## config.mk

```make
export PLATFORM = sky130hd
export DESIGN_NAME = fractal_sync_mp_cam_ctr
export DESIGN_NICKNAME = d
export VERILOG_FILES = /design/src/rtl/fractal_sync_mp_cam_ctr.sv
export SDC_FILE = /design/constraint.sdc
export NUM_CORES = 1
export LEC_CHECK = 0
export BUFFER_PORTS_ARGS = -buffer_cell sky130_fd_sc_hd__buf_2
export CELL_PAD_IN_SITES_DETAIL_PLACEMENT = 1
export CELL_PAD_IN_SITES_GLOBAL_PLACEMENT = 1
export CORE_MARGIN = 1.5
export CORE_UTILIZATION = 25
export CTS_BUF_LIST = sky130_fd_sc_hd__clkbuf_8
export DETAILED_ROUTE_END_ITERATION = 16
export PLACE_DENSITY_LB_ADDON = 0.1
export SLEW_MARGIN = 20
export SYNTH_ARGS = -nofsm -noshare
export SYNTH_HDL_FRONTEND = slang
export SYNTH_SLANG_ARGS = --single-unit
```

## constraint.sdc

```tcl
create_clock -name clk_i -period 13.5 [get_ports clk_i]
set_clock_uncertainty 0.1 [all_clocks]
set_input_delay 4.05 -clock clk_i [delete_from_list [all_inputs] [get_ports clk_i]]
set_output_delay 4.05 -clock clk_i [all_outputs]
set_load 0.01 [all_outputs]
```

## src/rtl/fractal_sync_mp_cam_ctr.sv

```systemverilog
// Multi-port counting CAM for a fractal sync node: each line tracks one barrier
// signature, counts arrivals against a target and frees itself on completion.
module fractal_sync_mp_cam_ctr #(
  parameter int unsigned SIG_WIDTH = 8,
  parameter int unsigned N_PORTS   = 2,
  parameter int unsigned N_LINES   = 2,
  parameter int unsigned CNT_WIDTH = 4
) (
  input  logic                           clk_i,
  input  logic                           rst_ni,
  input  logic                           req_i       [N_PORTS],
  input  logic [SIG_WIDTH-1:0]           sig_i       [N_PORTS],
  input  logic [CNT_WIDTH-1:0]           tgt_i       [N_PORTS],
  output logic                           gnt_o       [N_PORTS],
  output logic                           done_o      [N_PORTS],
  output logic                           full_o,
  output logic [$clog2(N_LINES+1)-1:0]   occupancy_o,
  output logic                           mismatch_o
);

  localparam int unsigned LW  = (N_LINES > 1) ? $clog2(N_LINES) : 1;
  localparam int unsigned PW  = (N_PORTS > 1) ? $clog2(N_PORTS) : 1;
  localparam int unsigned CW1 = CNT_WIDTH + 1;
  localparam int unsigned OW  = $clog2(N_LINES + 1);

  if (N_LINES < 1) begin : g_bad_lines
    $fatal(1, "fractal_sync_mp_cam_ctr: N_LINES must be >= 1");
  end
  if (N_PORTS < 1) begin : g_bad_ports
    $fatal(1, "fractal_sync_mp_cam_ctr: N_PORTS must be >= 1");
  end

  // Line state
  logic                 valid_q [N_LINES];
  logic [SIG_WIDTH-1:0] sig_q   [N_LINES];
  logic [CNT_WIDTH-1:0] cnt_q   [N_LINES];
  logic [CNT_WIDTH-1:0] tgt_q   [N_LINES];
  logic                 done_q  [N_PORTS];
  logic                 mismatch_q;

  // Per-port decode
  logic [CNT_WIDTH-1:0] tgt_eff    [N_PORTS];
  logic                 hit_any    [N_PORTS];
  logic [LW-1:0]        hit_line   [N_PORTS];
  logic                 miss       [N_PORTS];
  logic [PW-1:0]        leader     [N_PORTS];
  logic                 alloc_ok   [N_PORTS];
  logic [LW-1:0]        alloc_line [N_PORTS];
  logic                 gnt        [N_PORTS];
  logic [LW-1:0]        map_line   [N_PORTS];

  // Per-line update
  logic                 taken      [N_LINES];
  logic [PW-1:0]        alloc_ldr  [N_LINES];
  logic [CW1-1:0]       n_arr      [N_LINES];
  logic [CW1-1:0]       new_cnt    [N_LINES];
  logic [CNT_WIDTH-1:0] line_tgt   [N_LINES];
  logic                 complete   [N_LINES];
  logic                 mismatch_set;
  logic                 found;
  logic [OW-1:0]        occ;

  always_comb begin
    found        = 1'b0;
    mismatch_set = 1'b0;
    for (int i = 0; i < N_PORTS; i++) begin
      tgt_eff[i]    = (tgt_i[i] == '0) ? CNT_WIDTH'(1) : tgt_i[i];
      hit_any[i]    = 1'b0;
      hit_line[i]   = '0;
      alloc_ok[i]   = 1'b0;
      alloc_line[i] = '0;
      for (int j = 0; j < N_LINES; j++) begin
        if (req_i[i] && valid_q[j] && (sig_q[j] == sig_i[i])) begin
          hit_any[i]  = 1'b1;
          hit_line[i] = LW'(j);
        end
      end
      miss[i] = req_i[i] && !hit_any[i];
    end

    // Leader = lowest-index missing port carrying the same signature.
    for (int i = 0; i < N_PORTS; i++) begin
      leader[i] = PW'(i);
      found     = 1'b0;
      for (int k = 0; k < N_PORTS; k++) begin
        if (k < i && !found && miss[k] && (sig_i[k] == sig_i[i])) begin
          leader[i] = PW'(k);
          found     = 1'b1;
        end
      end
    end

    for (int j = 0; j < N_LINES; j++) begin
      taken[j]     = 1'b0;
      alloc_ldr[j] = '0;
    end
    // Groups claim the lowest free line in leader-port order.
    for (int i = 0; i < N_PORTS; i++) begin
      if (miss[i] && (leader[i] == PW'(i))) begin
        found = 1'b0;
        for (int j = 0; j < N_LINES; j++) begin
          if (!found && !valid_q[j] && !taken[j]) begin
            found         = 1'b1;
            taken[j]      = 1'b1;
            alloc_ldr[j]  = PW'(i);
            alloc_ok[i]   = 1'b1;
            alloc_line[i] = LW'(j);
          end
        end
      end
    end

    for (int i = 0; i < N_PORTS; i++) begin
      gnt[i]      = hit_any[i] || (miss[i] && alloc_ok[leader[i]]);
      map_line[i] = hit_any[i] ? hit_line[i] : alloc_line[leader[i]];
      if (hit_any[i] && (tgt_eff[i] != tgt_q[hit_line[i]])) mismatch_set = 1'b1;
      if (miss[i] && (tgt_eff[i] != tgt_eff[leader[i]]))    mismatch_set = 1'b1;
    end

    for (int j = 0; j < N_LINES; j++) begin
      n_arr[j] = '0;
      for (int i = 0; i < N_PORTS; i++) begin
        if (gnt[i] && (map_line[i] == LW'(j))) n_arr[j] = n_arr[j] + CW1'(1);
      end
      line_tgt[j] = valid_q[j] ? tgt_q[j] : tgt_eff[alloc_ldr[j]];
      new_cnt[j]  = (valid_q[j] ? {1'b0, cnt_q[j]} : '0) + n_arr[j];
      complete[j] = (n_arr[j] != '0) && (new_cnt[j] >= {1'b0, line_tgt[j]});
    end
  end

  always_ff @(posedge clk_i or negedge rst_ni) begin
    if (!rst_ni) begin
      for (int j = 0; j < N_LINES; j++) begin
        valid_q[j] <= 1'b0;
        sig_q[j]   <= '0;
        cnt_q[j]   <= '0;
        tgt_q[j]   <= '0;
      end
      for (int i = 0; i < N_PORTS; i++) done_q[i] <= 1'b0;
      mismatch_q <= 1'b0;
    end else begin
      for (int j = 0; j < N_LINES; j++) begin
        if (n_arr[j] != '0) begin
          if (complete[j]) begin
            valid_q[j] <= 1'b0;
            sig_q[j]   <= '0;
            cnt_q[j]   <= '0;
            tgt_q[j]   <= '0;
          end else begin
            valid_q[j] <= 1'b1;
            if (!valid_q[j]) sig_q[j] <= sig_i[alloc_ldr[j]];
            cnt_q[j]   <= new_cnt[j][CNT_WIDTH-1:0];
            tgt_q[j]   <= line_tgt[j];
          end
        end
      end
      for (int i = 0; i < N_PORTS; i++) done_q[i] <= gnt[i] && complete[map_line[i]];
      mismatch_q <= mismatch_q | mismatch_set;
    end
  end

  always_comb begin
    occ = '0;
    for (int j = 0; j < N_LINES; j++) occ = occ + OW'(valid_q[j]);
    for (int i = 0; i < N_PORTS; i++) begin
      gnt_o[i]  = gnt[i];
      done_o[i] = done_q[i];
    end
  end

  assign occupancy_o = occ;
  assign full_o      = (occ == OW'(N_LINES));
  assign mismatch_o  = mismatch_q;

endmodule
```

* Yosys cells after proc, flatten, opt, wreduce, memory -nomap -nowiden
Cells that the tools add are included.
Widths: inputs -> output; s select.
** Word-level totals
- Bits in writable memories :: 0
- Memories kept :: 0
- Output and inout port bits :: 8
- Latch bits :: 0
- Bits in registers :: 37
- ROM bits :: 0
- Bits of input ports :: 28
** Cells by class
- Muxes and demuxes :: 79
- Equality and inequality tests :: 11
- Multiply operators :: 0
- Shift operators :: 0
- Div/mod/pow operators :: 0
- Bitwise operators :: 10
- $add $sub $neg :: 5
- Reduce and logical (&&, ||, !) cells :: 45
- Magnitude comparators :: 9
** Operators with widths (count)
- $mux 4 :: 25
- $mux 8 :: 10
- $eq 8x8->1 :: 5
- $mux 1 :: 40
- $logic_and 1x1->1 :: 29
- $ge 2x2->1 const B :: 7
- $not 1->2 :: 7
- $ne 4x4->1 :: 3
- $add 4x5->5 :: 2
- $add 5x1->5 const B :: 2
- $ge 5x4->1 :: 2
- $mux 5 :: 2
- $reduce_bool 5->1 :: 2
- $logic_not 1->1 :: 8
- $logic_not 4->1 :: 2
- $mux 2 :: 2
- $ne 2x1->1 const B :: 2
- $reduce_and 2->1 :: 2
- $add 1x1->2 :: 1
- $eq 2x2->1 const B :: 1
- $logic_or 1x1->1 :: 2
- $not 1->1 :: 2
- $or 1x1->1 :: 1

* Longest topological paths before layout
Gate-level depths: netlist of the first run.
- Word-level depth :: 34
- Gate-level depth with buffers :: 22
- Depth with buffers taken out :: 19

* Worst setup path before layout of the first run
Ideal clock, no wire load.
- Path type :: input to output
- Start :: input port sig_i[13] (netlist name)
- End :: output port gnt_o[0] (netlist name)
- Arrival time :: 5.765 ns
- Stages :: 8
- Path buffers :: 2
- Data required time :: 9.350 ns
- Slack :: 3.585 ns
- Cells stage by stage :: buf_2 -> xor2_1 -> nor4_4 -> and3_1 -> buf_4 -> a2111oi_4 -> and3b_1 -> a311o_1
** RTL lines
- start: declaration :: RTL line 12 : input logic [SIG_WIDTH-1:0] sig_i [N_PORTS],
- end: declaration :: RTL line 14 : output logic gnt_o [N_PORTS],

==> results.sh, run 1 <==
export IMPL_die_w_um=118
export IMPL_grt_pass1_vias=2857
export IMPL_final_seq_area_um2=926
export IMPL_rows=41
export IMPL_clock_root_buffer="clkbuf_8"
export IMPL_crit_slowest_cell="a311o_1"
export IMPL_routabilityCongestion=0.827
export IMPL_status="finished clean"
export IMPL_arrival_ns=6.20
export IMPL_overflow=0
export IMPL_multi_input_area_um2=2080
export IMPL_swShare_pct=46.0
export IMPL_synth_async_reset_ratio_pct=100
export IMPL_drt_iter0_drc=83
export IMPL_post_route_min_period_ns=10.35
export IMPL_setup_tns_ns=0
export IMPL_netlist_instances=381
export IMPL_cts_tree="built"
export IMPL_setup_violations=0
export IMPL_antenna_found_initial=0
export IMPL_syn_to_final_growth_pct=11.4
export IMPL_synth_edff_count=0
export IMPL_cts_htree_levels=2
export IMPL_yosys_warnings=0
export IMPL_synth_ff_type="dfrtp_1"
export IMPL_clkSinkCount=37
export IMPL_synth_commonest_cells="nand2_1 (53), dfrtp_1 (37), inv_1 (28)"
export IMPL_fin_crit_sh_pct=76.7
export IMPL_dr_pass1_iters=4
export IMPL_crit_path_cell_trace="buf_2, xor2_1, nor4_4, and3_1, nor2_1, and3_1, a311o_1, buf_2"
export IMPL_routed_wl_um=10000
export IMPL_required_ns=9.35
export IMPL_grt_pass1_wl_um=16400
export IMPL_intPower_mw=0.381
export IMPL_synth_largest_area_cell="dfrtp_1"
export IMPL_finalHoldViolations=0
export IMPL_viasPerCell=4.78
export IMPL_rsz0062_at_grt="no"
export IMPL_drive_above_1_share_pct=14.7
export IMPL_synth_top_cell_area_share_pct=28.2
export IMPL_place_area_um2=3520
export IMPL_yosysSeqAreaShare_pct=28.2
export IMPL_synth_most_common_cell="nand2_1"
export IMPL_final_cell_area_um2=3650
export IMPL_post_cts_buffers=0
export IMPL_track_usage_pct=15.3
export IMPL_avgSynthCellArea_um2=8.61
export IMPL_synth_area_leaders="dfrtp_1 (28%), mux2i_1 (7.3%), xnor2_1 (6.9%)"
export IMPL_nets=442
export IMPL_core_area_um2=12700
export IMPL_p_sw_mw=0.325
export IMPL_worstMarginPinSlew_ns=0.954
export IMPL_ios=36
export IMPL_pwr_share_comb_pct=53.7
export IMPL_io_buffers=35
export IMPL_pwr_share_clk_pct=17.3
export IMPL_die_h_um=118
export IMPL_end_kind="primary output"
export IMPL_post_route_drc_count=0
export IMPL_rrSetupSlack_ns=7.83
export IMPL_grt_max_degree=38
export IMPL_critPathMaxFanout=6
export IMPL_min_path_type="flop to flop"
export IMPL_critPathLaunchType="primary input"
export IMPL_dr_total_vias=2711
export IMPL_pwr_share_seq_pct=29.1
export IMPL_fillerInstances=1558
export IMPL_synth_seq_cells=37
export IMPL_cts_resized_gates=0
export IMPL_start_util_pct=25.8
export IMPL_worst_skew_pair_late_latency_ns=0.32
export IMPL_cts_hold_repair_buffers=0
export IMPL_max_freq_mhz=96.6
export IMPL_ant_nets=0
export IMPL_cts_buffer_depth=2
export IMPL_ys_types=56
export IMPL_routedWlPerCell_um=17.7
export IMPL_slew_headroom_pct=36.4
export IMPL_diodes=0
export IMPL_drv_cap=0
export IMPL_place_hpwl_um=7770
export IMPL_p_per_area_nw_per_um2=193
export IMPL_critPathKind="primary input to primary output"
export IMPL_numCtsBuffers=5
export IMPL_cp_slowest_stage_delay_ns=0.45
export IMPL_path_clk_slew_ns=0.08
export IMPL_drv_slew=0
export IMPL_p_leak_nw=1.72
export IMPL_dieArea_um2=13800
export IMPL_syn_num_nets=429
export IMPL_synth_area_um2=3280
export IMPL_ir_drop_mv=0.0510
[power groups by stage]
stage | Sequential, mW | Combinational, mW | Clock (mW)
after floorplan | 0.185 | 0.292 | 0
after global placement | 0.209 | 0.381 | 0
after detailed placement | 0.208 | 0.385 | 0
after CTS | 0.207 | 0.386 | 0.128
after global routing | 0.213 | 0.433 | 0.131
final | 0.205 | 0.379 | 0.122
[registers in the layout, indices dropped and copies added (netlist names)]
name / flops
cnt_q: 8
done_o: 2
mismatch_o: 1
sig_q: 16
tgt_q: 8
valid_q: 2
[worst max-delay path: cells and delay by family]
kind / cells / cell delay (ns)
and+or+nand+nor: 4 / 1.18
AOI/OAI and AO/OA: 1 / 0.45
buffers and inverters: 2 / 0.31
xor gates and xnor gates: 1 / 0.20
[metal layers]
layer	vias to the layer above	track usage (%)	wire, µm
met5	-	0	0
met4	0	5.72	199
met3	12	2.71	339
met2	43	24.9	4700
met1	1319	20.3	4810
li1	1337	-	-
[layout by cell type (no fill, tap or decap), types with 2 or more instances in the layout]
cell type,netlist,routed
o31ai_1,7,7
nor4_1,2,2
and2_1,3,3
a21o_1,5,5
nor3b_1,2,2
clkbuf_8,0,5
xor2_1,24,24
nor2b_1,3,3
dfrtp_1,37,37
mux2_2,4,4
a22o_1,2,2
nand4_1,6,6
a32o_1,3,3
o221ai_1,5,5
bufinv_16,0,2
a211o_1,3,3
nand3_1,6,6
a21oi_1,2,2
nor3_1,9,9
nand2b_1,4,4
inv_1,28,28
nand2_1,53,53
mux2i_1,24,24
or2_2,3,3
ha_1,18,18
buf_4,3,2
a31oi_1,2,2
o41ai_1,2,2
o21ai_0,24,24
and3_1,5,5
buf_2,11,35
xnor2_1,26,26
o22ai_1,3,3
nor2_1,11,11
fa_1,2,2
a211oi_1,3,3
[final timing paths]
| check | cells past startpoint | to | start |
|---|---|---|---|
| hold reg to reg | 2 | cnt_q[0] | cnt_q[0] |
| setup reg to reg | 19 | sig_q[11] | valid_q[0] |
| max in group asynchronous | 1 | sig_q[11] | rst_ni |
| hold / removal | 2 | cnt_q[0] | cnt_q[0] |
| setup / recovery | 8 | gnt_o[0] | sig_i[15] |
| min in group asynchronous | 1 | cnt_q[1] | rst_ni |
[cell families after synthesis]
family	after synthesis	share of synthesized area [%]
XOR/XNOR	50	13.4
flip-flops	37	28.2
buffers and inverters	60	8.32
AND/OR/NAND/NOR	113	17.0
multiplexers	28	8.70
AO/OA/AOI/OAI	73	16.3
adder cells (fa/ha/maj)	20	8.09
[through the flow]
step	hold WS (ns)	cells	util, %	worst slack (ns)	power (mW)
CTS	0.392	567	28.7	3.14	0.721
floorplan	0.341	381	-	3.59	0.477
detailed placement	0.372	559	27.7	3.13	0.594
finish	0.388	567	28.7	3.15	0.706
global placement	0.354	559	27.7	3.20	0.590
global route	0.423	567	28.7	2.98	0.776
[cell type report]
type                       count  share of cell area (%)
timing repair buffer          37                    5.20
tap                          172                    5.89
clock inverter                 3                    1.78
sequential                    37                    25.3
clock buffer                   5                    1.88
inverter                      29                    2.98
multi-input combinational    284                    56.9
(Power assumes the default switching activity.)
==> inputs of run 2 (changes only) <==
==> constraint.sdc (replaced) <==
create_clock -name clk_i -period 8.7 [get_ports clk_i]
set_clock_uncertainty 0.1 [all_clocks]
set_input_delay 2.61 -clock clk_i [delete_from_list [all_inputs] [get_ports clk_i]]
set_output_delay 2.61 -clock clk_i [all_outputs]
set_load 0.01 [all_outputs]
==> results.sh, run 2 (synthesis results as in run 1) <==
export IMPL_status="finished clean"
export IMPL_worstMarginPinSlew_ns=0.954
export IMPL_intPower_mw=0.598
export IMPL_start_util_pct=25.8
export IMPL_viasPerCell=4.73
export IMPL_final_seq_area_um2=926
export IMPL_arrival_ns=4.79
export IMPL_max_freq_mhz=133
export IMPL_pwr_share_seq_pct=29.0
export IMPL_largest_reg_flops=16
export IMPL_overflow=0
export IMPL_ios=36
export IMPL_fin_crit_sh_pct=86.2
export IMPL_fin_util_pct=28.9
export IMPL_cts_resized_gates=0
export IMPL_track_usage_pct=14.9
export IMPL_setup_tns_ns=0
export IMPL_swShare_pct=45.3
export IMPL_dr_pass1_iters=4
export IMPL_clock_root_buffer="clkbuf_8"
export IMPL_post_route_min_period_ns=7.50
export IMPL_rsz0062_at_grt="no"
export IMPL_grt_pass1_wl_um=16000
export IMPL_post_cts_buffers=0
export IMPL_fillerInstances=1544
export IMPL_path_clk_slew_ns=0.08
export IMPL_ir_drop_mv=0.0916
export IMPL_worst_skew_pair_late_latency_ns=0.32
export IMPL_core_area_um2=12700
export IMPL_mostFrequentLayoutCell="nand2_1"
export IMPL_cts_hold_repair_buffers=0
export IMPL_p_leak_nw=1.74
export IMPL_cts_htree_levels=2
export IMPL_drive_above_1_share_pct=15.3
export IMPL_post_route_drc_count=0
export IMPL_nets=445
export IMPL_pwr_share_clk_pct=17.7
export IMPL_grt_pass1_vias=2823
export IMPL_dieArea_um2=13800
export IMPL_cts_tree="built"
export IMPL_routabilityCongestion=0.774
export IMPL_required_ns=5.99
export IMPL_layout_common_cells="nand2_1 (53), dfrtp_1 (37), buf_2 (35), inv_1 (28), xnor2_1 (26)"
export IMPL_grt_max_degree=38
export IMPL_multi_input_area_um2=2080
export IMPL_drt_iter0_drc=96
export IMPL_syn_to_final_growth_pct=12.2
export IMPL_critPathKind="primary input to primary output"
export IMPL_largest_register="sig_q"
export IMPL_numCtsBuffers=5
export IMPL_drv_cap=0
export IMPL_routedWlPerCell_um=17.4
export IMPL_drv_slew=0
export IMPL_antenna_found_initial=0
export IMPL_die_w_um=118
export IMPL_end_kind="primary output"
export IMPL_slew_headroom_pct=36.4
export IMPL_cts_buffer_depth=2
export IMPL_diodes=0
export IMPL_routed_wl_um=9950
export IMPL_p_per_area_nw_per_um2=297
export IMPL_clkSinkCount=37
export IMPL_critPathLaunchType="primary input"
export IMPL_pwr_share_comb_pct=53.3
export IMPL_setup_violations=0
export IMPL_ant_nets=0
export IMPL_rows=41
export IMPL_io_buffers=35
export IMPL_critPathMaxFanout=6
export IMPL_place_hpwl_um=7730
export IMPL_min_path_type="flop to flop"
export IMPL_top_regs="sig_q x16, cnt_q x8, tgt_q x8"
export IMPL_p_sw_mw=0.495
export IMPL_finalHoldViolations=0
export IMPL_die_h_um=118
export IMPL_dr_total_vias=2697
[run 2: cell count changes in the layout (fill, tap and decap cells not counted)]
cell / before / now
buf_4: 2 / 5
clkinv_2: 1 / 0
inv_6: 0 / 1
[run 2: layout make-up]
type                    instances  area share, %
well taps                     172           5.85
inverters                      29           2.96
clock inverters                 3           1.87
repair buffers                 40           5.78
multi-input cells             284           56.5
clock buffers                   5           1.87
flip-flops and latches         37           25.2
[run 2: worst paths after layout]
kind | startpoint | to | slack [ns] | cells after the start
hold reg to reg | cnt_q[0] | cnt_q[0] | 0.39 | 2
min in group asynchronous | rst_ni | mismatch_o | 2.35 | 1
hold / removal | cnt_q[0] | cnt_q[0] | 0.39 | 2
max in group asynchronous | rst_ni | done_o[0] | 5.57 | 1
setup reg to reg | valid_q[0] | sig_q[9] | 3.24 | 19
setup / recovery | sig_i[11] | gnt_o[0] | 1.20 | 8
[run 2: worst max-delay path, stage by stage]
cell     delay (ns)
buf_2          0.16
xor2_1         0.17
nor3_1         0.37
and3_1         0.47
nor2_1         0.13
and3_1         0.26
a311o_1        0.44
buf_2          0.18
[run 2: through the flow]
step	setup slack [ns]	power, mW	hold slack (ns)	std cells	area, µm²
floorplan	1.58	0.741	0.341	381	3280
global placement	0.955	0.911	0.359	562	3540
detailed placement	0.911	0.914	0.375	562	3540
CTS	1.17	1.11	0.395	570	3680
global route	0.932	1.20	0.434	570	3680
finish	1.20	1.09	0.392	570	3680
[run 2: per-layer routing]
layer	up-vias	GRT usage (%)	routed length (µm)
met5	-	0	0
met1	1305	20.0	4880
met4	0	3.89	104
met3	6	2.42	266
met2	43	24.9	4690
li1	1343	-	-
[run 2: power groups by stage]
stage	registers, mW	clock network [mW]	logic (mW)
detailed placement	0.324	0	0.591
global placement	0.324	0	0.587
CTS	0.320	0.201	0.594
finish	0.317	0.194	0.582
floorplan	0.287	0	0.454
global route	0.331	0.205	0.664
==> inputs of run 3 (changes only) <==
--- a/config.mk
+++ b/config.mk
@@ -9,7 +9,7 @@
 export CELL_PAD_IN_SITES_DETAIL_PLACEMENT = 1
 export CELL_PAD_IN_SITES_GLOBAL_PLACEMENT = 1
 export CORE_MARGIN = 1.5
-export CORE_UTILIZATION = 25
+export CORE_UTILIZATION = 42
 export CTS_BUF_LIST = sky130_fd_sc_hd__clkbuf_8
 export DETAILED_ROUTE_END_ITERATION = 16
 export PLACE_DENSITY_LB_ADDON = 0.1
==> results.sh, run 3 (synthesis results as in run 1) <==
export IMPL_cts_buffer_depth=2
export IMPL_syn_to_final_growth_pct=9.00
export IMPL_top_regs="sig_q x16, cnt_q x8, tgt_q x8"
export IMPL_viasPerCell=5.56
export IMPL_place_area_um2=3440
export IMPL_max_freq_mhz=133
export IMPL_p_sw_mw=0.496
export IMPL_crit_family="compound AO/OA/AOI/OAI gates"
export IMPL_diodes=0
export IMPL_largest_register="sig_q"
export IMPL_drt_iter0_drc=149
export IMPL_worst_skew_pair_late_latency_ns=0.30
export IMPL_io_buffers=35
export IMPL_end_kind="flop"
export IMPL_drv_slew=0
export IMPL_cp_slowest_stage_delay_ns=0.65
export IMPL_grt_pass1_wl_um=14700
export IMPL_ant_nets=0
export IMPL_setup_tns_ns=0
export IMPL_mostFrequentLayoutCell="nand2_1"
export IMPL_post_cts_buffers=0
export IMPL_min_path_type="flop to flop"
export IMPL_intPower_mw=0.592
export IMPL_die_w_um=91.4
export IMPL_die_h_um=91.4
export IMPL_antenna_found_initial=0
export IMPL_finalHoldViolations=0
export IMPL_routed_wl_um=9150
export IMPL_path_clk_slew_ns=0.08
export IMPL_cts_htree_levels=2
export IMPL_core_area_um2=7650
export IMPL_setup_violations=0
export IMPL_crit_slowest_cell="o21ai_1"
export IMPL_dr_pass1_iters=4
export IMPL_p_leak_nw=1.73
export IMPL_grt_pass1_vias=2818
export IMPL_start_util_pct=42.9
export IMPL_numCtsBuffers=5
export IMPL_cts_resized_gates=0
export IMPL_crit_path_cell_trace="buf_2, xor2_1, nor4_4, and3_1, nor2_1, and3_1, a211o_1, nand2b_1, ha_1, ha_1, inv_1, fa_1, inv_1, ha_1, a21o_1, a21o_1, a211o_1, o21ai_1, nand2_1, o21ai_0"
export IMPL_place_hpwl_um=7280
export IMPL_layout_common_cells="nand2_1 (53), dfrtp_1 (37), buf_2 (35), inv_1 (28), xnor2_1 (26)"
export IMPL_worstMarginPinSlew_ns=0.861
export IMPL_final_cell_area_um2=3570
export IMPL_post_route_drc_count=0
export IMPL_cts_tree="built"
export IMPL_grt_max_degree=38
export IMPL_drv_cap=0
export IMPL_clkSinkCount=37
export IMPL_cpMostUsedCell="ha_1"
export IMPL_swShare_pct=45.6
export IMPL_largest_reg_flops=16
export IMPL_track_usage_pct=23.0
export IMPL_critPathKind="primary input to flop"
export IMPL_overflow=0
export IMPL_rows=32
export IMPL_p_per_area_nw_per_um2=304
export IMPL_pwr_share_seq_pct=29.3
export IMPL_status="finished clean"
export IMPL_fin_cells=498
export IMPL_ios=36
export IMPL_dr_total_vias=2771
export IMPL_post_route_min_period_ns=7.50
export IMPL_fin_crit_sh_pct=86.3
export IMPL_cts_hold_repair_buffers=0
export IMPL_routedWlPerCell_um=18.4
export IMPL_clock_root_buffer="clkbuf_8"
export IMPL_placed_cells=490
export IMPL_arrival_ns=7.62
export IMPL_rrSetupSlack_ns=3.04
export IMPL_slew_headroom_pct=42.6
export IMPL_critPathLaunchType="primary input"
export IMPL_required_ns=8.82
export IMPL_rsz0062_at_grt="no"
export IMPL_drive_above_1_share_pct=14.9
export IMPL_fin_util_pct=46.7
export IMPL_routabilityCongestion=0.880
export IMPL_nets=443
export IMPL_pwr_share_comb_pct=53.8
export IMPL_critPathMaxFanout=10
export IMPL_ir_drop_mv=0.133
export IMPL_crit_buf_inv=3
export IMPL_pwr_share_clk_pct=16.8
export IMPL_total_power_mw=1.09
export IMPL_dieArea_um2=8350
[run 3: layout make-up]
class / count / area (µm²)
Clock buffer: 5 / 68.8
Clock inverter: 3 / 65.1
Timing Repair Buffer: 38 / 198
Multi-Input combinational cell: 284 / 2080
Tap cell: 102 / 128
Sequential cell: 37 / 926
Inverter: 29 / 109
Fill cell: 941 / 4070
[run 3: final timing paths]
| kind | cells past startpoint | to | from |
|---|---|---|---|
| worst max-delay path | 20 | sig_q[11] | sig_i[15] |
| worst min-delay path | 2 | cnt_q[0] | cnt_q[0] |
| worst max register to register | 19 | sig_q[11] | valid_q[0] |
| worst min register to register | 2 | cnt_q[0] | cnt_q[0] |
| max in group asynchronous | 1 | tgt_q[3] | rst_ni |
| min in group asynchronous | 1 | cnt_q[5] | rst_ni |
[run 3: metrics by stage]
stage | hold WS, ns | worst slack (ns)
6_report | 0.377 | 1.20
5_1_grt | 0.420 | 0.878
4_1_cts | 0.382 | 1.20
3_5_place_dp | 0.364 | 0.894
3_3_place_gp | 0.360 | 1.03
2_1_floorplan | 0.341 | 1.58
[run 3: worst reg2reg max path, delay by kind of cell, from the launching register on]
family | cells | cell delay (ns)
fa+ha+maj | 4 | 1.24
flops | 1 | 0.60
simple gates | 6 | 1.45
compound gates | 6 | 1.88
buf+inv | 3 | 0.31
[run 3: power by group through the flow]
stage | registers, mW | clock network, mW | logic [mW]
final | 0.319 | 0.183 | 0.585
after global routing | 0.329 | 0.192 | 0.654
after CTS | 0.318 | 0.187 | 0.592
after detailed placement | 0.321 | 0 | 0.588
after global placement | 0.319 | 0 | 0.570
after floorplan | 0.287 | 0 | 0.454
[run 3: metal layers]
metal,up-vias,GRT usage [%],wire length [µm]
li1,1338,-,-
met1,1379,31.8,4410
met2,44,37.4,4320
met3,10,3.27,306
met4,0,5.86,112
met5,-,0,0
